File: src/rtl/mem_port_arbiter_pkg.sv
// Shared constants for the memory port arbiter: FSM state encoding and requester IDs.
package mem_port_arbiter_pkg;

  typedef enum logic [1:0] {
    ARB_IDLE  = 2'd0,
    ARB_ACC_I = 2'd1,
    ARB_ACC_D = 2'd2,
    ARB_DONE  = 2'd3
  } arb_state_e;

  localparam logic ARB_ID_I = 1'b0;
  localparam logic ARB_ID_D = 1'b1;

endpackage

File: src/rtl/mem_port_arbiter_arb_pick.sv
// Combinational grant selection between fetch (I) and load/store (D) requests.
// ARB_ROUND_ROBIN_EN selects alternating ties; otherwise D wins every tie.
module mem_port_arbiter_arb_pick
  import mem_port_arbiter_pkg::*;
(
  input  logic i_req_i,
  input  logic d_req_i,
  input  logic last_grant_i,
  output logic grant_valid_c_o,
  output logic grant_id_c_o
);

  always_comb begin
    grant_valid_c_o = i_req_i | d_req_i;
    grant_id_c_o    = ARB_ID_I;
    if (i_req_i && d_req_i) begin
`ifdef ARB_ROUND_ROBIN_EN
      // Tie goes to whichever port did not win the previous access.
      grant_id_c_o = (last_grant_i == ARB_ID_D) ? ARB_ID_I : ARB_ID_D;
`else
      grant_id_c_o = ARB_ID_D;
`endif
    end else if (d_req_i) begin
      grant_id_c_o = ARB_ID_D;
    end
  end

`ifndef ARB_ROUND_ROBIN_EN
  // History is tracked by the top but has no effect under fixed priority.
  logic unused_last_grant;
  assign unused_last_grant = last_grant_i;
`endif

endmodule

File: src/rtl/mem_port_arbiter.sv
// Shares a single-port memory between fetch (I) and load/store (D) requesters,
// one access in flight at a time. Tie policy set by ARB_ROUND_ROBIN_EN.
module mem_port_arbiter
  import mem_port_arbiter_pkg::*;
#(
  parameter int unsigned AW = 32,
  parameter int unsigned DW = 32
) (
  input  logic          clock,
  input  logic          reset,
  input  logic          i_req,
  input  logic [AW-1:0] i_addr,
  output logic          i_ack,
  output logic [DW-1:0] i_rdata,
  input  logic          d_req,
  input  logic          d_we,
  input  logic [AW-1:0] d_addr,
  input  logic [DW-1:0] d_wdata,
  output logic          d_ack,
  output logic [DW-1:0] d_rdata,
  output logic          mem_ren,
  output logic          mem_wen,
  output logic [AW-1:0] mem_addr,
  output logic [DW-1:0] mem_din,
  input  logic [DW-1:0] mem_dout
);

  arb_state_e    state_q, state_d;
  logic          mem_ren_q, mem_ren_d;
  logic          mem_wen_q, mem_wen_d;
  logic [AW-1:0] mem_addr_q, mem_addr_d;
  logic [DW-1:0] mem_din_q, mem_din_d;
  logic          i_ack_q, i_ack_d;
  logic          d_ack_q, d_ack_d;
  logic [DW-1:0] i_rdata_q, i_rdata_d;
  logic [DW-1:0] d_rdata_q, d_rdata_d;
  logic          last_grant_q, last_grant_d;

  logic          grant_valid_c;
  logic          grant_id_c;

  mem_port_arbiter_arb_pick u_arb_pick (
    .i_req_i         (i_req),
    .d_req_i         (d_req),
    .last_grant_i    (last_grant_q),
    .grant_valid_c_o (grant_valid_c),
    .grant_id_c_o    (grant_id_c)
  );

  // State and output registers; reset also kills a pending store's enable.
  always_ff @(posedge clock or negedge reset) begin
    if (!reset) begin
      state_q      <= ARB_IDLE;
      mem_ren_q    <= 1'b0;
      mem_wen_q    <= 1'b0;
      mem_addr_q   <= '0;
      mem_din_q    <= '0;
      i_ack_q      <= 1'b0;
      d_ack_q      <= 1'b0;
      i_rdata_q    <= '0;
      d_rdata_q    <= '0;
      last_grant_q <= ARB_ID_I;
    end else begin
      state_q      <= state_d;
      mem_ren_q    <= mem_ren_d;
      mem_wen_q    <= mem_wen_d;
      mem_addr_q   <= mem_addr_d;
      mem_din_q    <= mem_din_d;
      i_ack_q      <= i_ack_d;
      d_ack_q      <= d_ack_d;
      i_rdata_q    <= i_rdata_d;
      d_rdata_q    <= d_rdata_d;
      last_grant_q <= last_grant_d;
    end
  end

  // Next-state: enables live only for the ACC cycle, ack only for the DONE cycle.
  always_comb begin
    state_d      = state_q;
    mem_ren_d    = 1'b0;
    mem_wen_d    = 1'b0;
    mem_addr_d   = mem_addr_q;
    mem_din_d    = mem_din_q;
    i_ack_d      = 1'b0;
    d_ack_d      = 1'b0;
    i_rdata_d    = i_rdata_q;
    d_rdata_d    = d_rdata_q;
    last_grant_d = last_grant_q;

    case (state_q)
      ARB_IDLE: begin
        if (grant_valid_c) begin
          if (grant_id_c == ARB_ID_D) begin
            state_d    = ARB_ACC_D;
            mem_addr_d = d_addr;
            mem_din_d  = d_wdata;
            mem_ren_d  = ~d_we;
            mem_wen_d  = d_we;
          end else begin
            state_d    = ARB_ACC_I;
            mem_addr_d = i_addr;
            mem_din_d  = '0;
            mem_ren_d  = 1'b1;
          end
        end
      end
      ARB_ACC_I: begin
        i_rdata_d    = mem_dout;
        i_ack_d      = 1'b1;
        last_grant_d = ARB_ID_I;
        state_d      = ARB_DONE;
      end
      ARB_ACC_D: begin
        // Stores leave the last loaded word in place.
        if (mem_ren_q) begin
          d_rdata_d = mem_dout;
        end
        d_ack_d      = 1'b1;
        last_grant_d = ARB_ID_D;
        state_d      = ARB_DONE;
      end
      ARB_DONE: begin
        state_d = ARB_IDLE;
      end
      default: begin
        state_d = ARB_IDLE;
      end
    endcase
  end

  assign mem_ren  = mem_ren_q;
  assign mem_wen  = mem_wen_q;
  assign mem_addr = mem_addr_q;
  assign mem_din  = mem_din_q;
  assign i_ack    = i_ack_q;
  assign d_ack    = d_ack_q;
  assign i_rdata  = i_rdata_q;
  assign d_rdata  = d_rdata_q;

endmodule
File: config.mk
export PLATFORM = sky130hd
export DESIGN_NAME = mem_port_arbiter
export DESIGN_NICKNAME = d
export VERILOG_FILES = /design/src/rtl/mem_port_arbiter_pkg.sv /design/src/rtl/mem_port_arbiter_arb_pick.sv /design/src/rtl/mem_port_arbiter.sv
export SDC_FILE = /design/constraint.sdc
export NUM_CORES = 1
export LEC_CHECK = 0
export ABC_AREA = 1
export CAP_MARGIN = 40
export CORE_UTILIZATION = 44
export DETAILED_ROUTE_END_ITERATION = 8
export PLACE_DENSITY = 0.92
export SKIP_CTS_REPAIR_TIMING = 1
export SYNTH_ARGS = -nofsm -noshare
export SYNTH_HDL_FRONTEND = slang
export SYNTH_SLANG_ARGS = --single-unit
File: constraint.sdc
create_clock -name clock -period 3.66 [get_ports clock]
set_input_delay 0.732 -clock clock [delete_from_list [all_inputs] [get_ports clock]]
set_output_delay 0.732 -clock clock [all_outputs]
set_load 0.01 [all_outputs]
==> impl_metrics.toml <==
[outcome]
status = "completed"

[worst_setup_path]
r2r_end = "mem_addr[10]$_DFFE_PN0P_"
cp-end-kind = "register"
crit_required_ps = 3940
worst_setup_path_start_kind = "primary input"
r2r_start = "state_q[0]$_DFFE_PN0P_"
worst-path-max-fanout = 33
reg2reg_depth = 6
worstSetupPathType = "in2reg"
rrSetupSlack_ps = 1840
arrival_ps = 2500

[logic_synthesis]
yosys.area.top_type = "dfrtp_1"
synth_edf_count = 0
yosysWarnings = 0
synth_area_leaders = "dfrtp_1 (61%), nand2_1 (22%), a21oi_1 (2.9%)"
synth.most_common_cell = "nand2_1"
yosysSeqAreaShare = 0.6101
synth-seq-cells = 134
ys_dominant_reg_cell = "dfrtp_1"
synthTopCellsByCount = "nand2_1 (329), dfrtp_1 (134), inv_1 (34), nor2_1 (33)"
ys_async_sr_fraction = 1.000
synth_area_mm2 = 0.005497
ys_types = 17
synth_cells = 640
synth_top_area_frac = 0.6101
postSynthAreaPerCell_um2 = 8.588
syn-num-nets = 776

[drt]
ant_nets = 0
firstDrtPassIters = 5
drt-initial-drc-count = 338
drc = 0
wl_mm = 15.22
vias = 5114
detail_route.vias_per_cell = 4.757
wire_per_inst_um = 14.16

[power]
fin_total_pwr_mw = 7.659
p_per_area_mw_per_mm2 = 860.9
leakagePower_nw = 4.359
vdd_drop_max_mv = 0.4639

[timing]
period_share = 0.6085
setup_tns_ps = 0
finalHoldViolCount = 0
setup_viol = 0
relSlewSlack = 0.5331
fin_skew_ps = 11.18
grt_setup_unrepaired = "no"
slew_viol_final = 0
worstMarginPinSlew_ps = 698.7
min_period_ps = 2227
fmax_mhz = 449.0

[floorplanning]
die_h_um = 113.8
num_rows = 40
core_mm2 = 0.01211
ios = 265
initial_core_util = 0.4538
dieArea_mm2 = 0.01294
die_w_um = 113.8

[flow_run]
cap_violations = 0

[global_route]
grt_pass1_vias = 5005
grt_pass1_wl_mm = 24.58
grt.overflow.total = 0
track_usage = 0.2453
antenna_found_initial = 0
grt_max_degree = 66

[clock_tree]
cts-root-buf = "clkbuf_16"
cts_tree = "built"
numCtsBuffers = 17
clk_path_buf_depth = 2
numClockSinks = 134
clk_pin_slew_ps = 60
worstSkewPairLatency_ps = 400
htree_levels = 4

[cells_and_area]
diodes = 0
area_growth_syn_to_layout_pct = 61.85
fin_cells = 1075
n_fill_cell = 857
drive_above_1_share = 0.05072
nets = 1032

[worst_hold_path]
min_path_type = "in2async"

[placement]
place_inst = 1045
port_buffers = 264
dp_hpwl_mm = 10.86
gp_congestion = 0.7851
-- logic make-up after synthesis --
group	count (synthesis)	synth area share
buffers and inverters	70	0.06761
AND/OR/NAND/NOR	367	0.2540
adder cells (fa/ha/maj)	3	0.006830
flip-flops	134	0.6101
AO/OA/AOI/OAI	66	0.06146
-- layout by cell type (no fill, tap or decap), types with 2 or more instances in the layout --
| master | netlist | final |
|---|---|---|
| clkbuf_16 | 0 | 17 |
| clkinv_4 | 0 | 3 |
| clkdlybuf4s50_1 | 0 | 263 |
| nor2_4 | 2 | 2 |
| clkbuf_8 | 0 | 2 |
| buf_4 | 3 | 3 |
| buf_12 | 0 | 2 |
| nor2_1 | 33 | 33 |
| nand3_1 | 3 | 3 |
| bufinv_16 | 0 | 6 |
| o21ai_0 | 32 | 32 |
| dfrtp_1 | 134 | 134 |
| ha_1 | 3 | 2 |
| nand2_1 | 329 | 328 |
| inv_1 | 34 | 34 |
| a21oi_1 | 32 | 32 |
| inv_2 | 3 | 3 |
-- per-stage QoR --
| stage | hold slack, ps | instance area [um^2] | worst slack, ps | util |
|---|---|---|---|---|
| after floorplan | 436.4 | 5497 | 2244 | - |
| after global placement | 452.9 | 8153 | 1098 | 0.6731 |
| after detailed placement | 458.1 | 8220 | 1015 | 0.6787 |
| after CTS | 275.5 | 8896 | 1445 | 0.7345 |
| after global routing | 301.7 | 8896 | 1338 | 0.7345 |
| final | 270.9 | 8896 | 1433 | 0.7345 |
-- worst max-delay path by stage --
stage / startpoint / end / cells after the start
5_1_grt: d_req / mem_addr[15]$_DFFE_PN0P_ / 7
3_3_place_gp: d_req / mem_addr[9]$_DFFE_PN0P_ / 7
2_1_floorplan: d_req / mem_addr[0]$_DFFE_PN0P_ / 6
6_report: d_req / mem_addr[10]$_DFFE_PN0P_ / 7
3_5_place_dp: d_req / mem_addr[10]$_DFFE_PN0P_ / 7
4_1_cts: d_req / mem_addr[10]$_DFFE_PN0P_ / 7
-- report_power, final --
part           switching (mW)  internal, mW
Clock                   0.616          1.31
Combinational            1.52          1.65
Sequential              0.392          2.18
Total                    2.52          5.13
-- sequential cells by signal (all words and copies together) (netlist names) --
register,count
d_ack,1
i_ack,1
mem_ren,1
i_rdata,32
mem_addr,32
mem_wen,1
mem_din,32
d_rdata,32
state_q,2
-- critical path, stage by stage --
cell	delay, ps
clkdlybuf4s50_1	690
buf_4	400
inv_2	320
nand2_1	140
nand2_1	60
nand2_1	70
nand2_1	70
-- per-layer routing --
metal  global-route usage  up-vias  wire [um]
li1                     -     2462          -
met1               0.2865     2385       5983
met2               0.4244      239       7591
met3              0.07811       28       1323
met4              0.09004        0        326
met5                    0        -          0
-- final cells by class --
class                           instances  area, um^2  area share
Timing Repair Buffer                  270        2734      0.3073
Clock inverter                         11       222.7     0.02504
Sequential cell                       134        3353      0.3769
Tap cell                              168       210.2     0.02363
Inverter                               37       138.9     0.01561
Clock buffer                           19       452.9     0.05091
Multi-Input combinational cell        436        1784      0.2006
(Power assumes the default switching activity.)
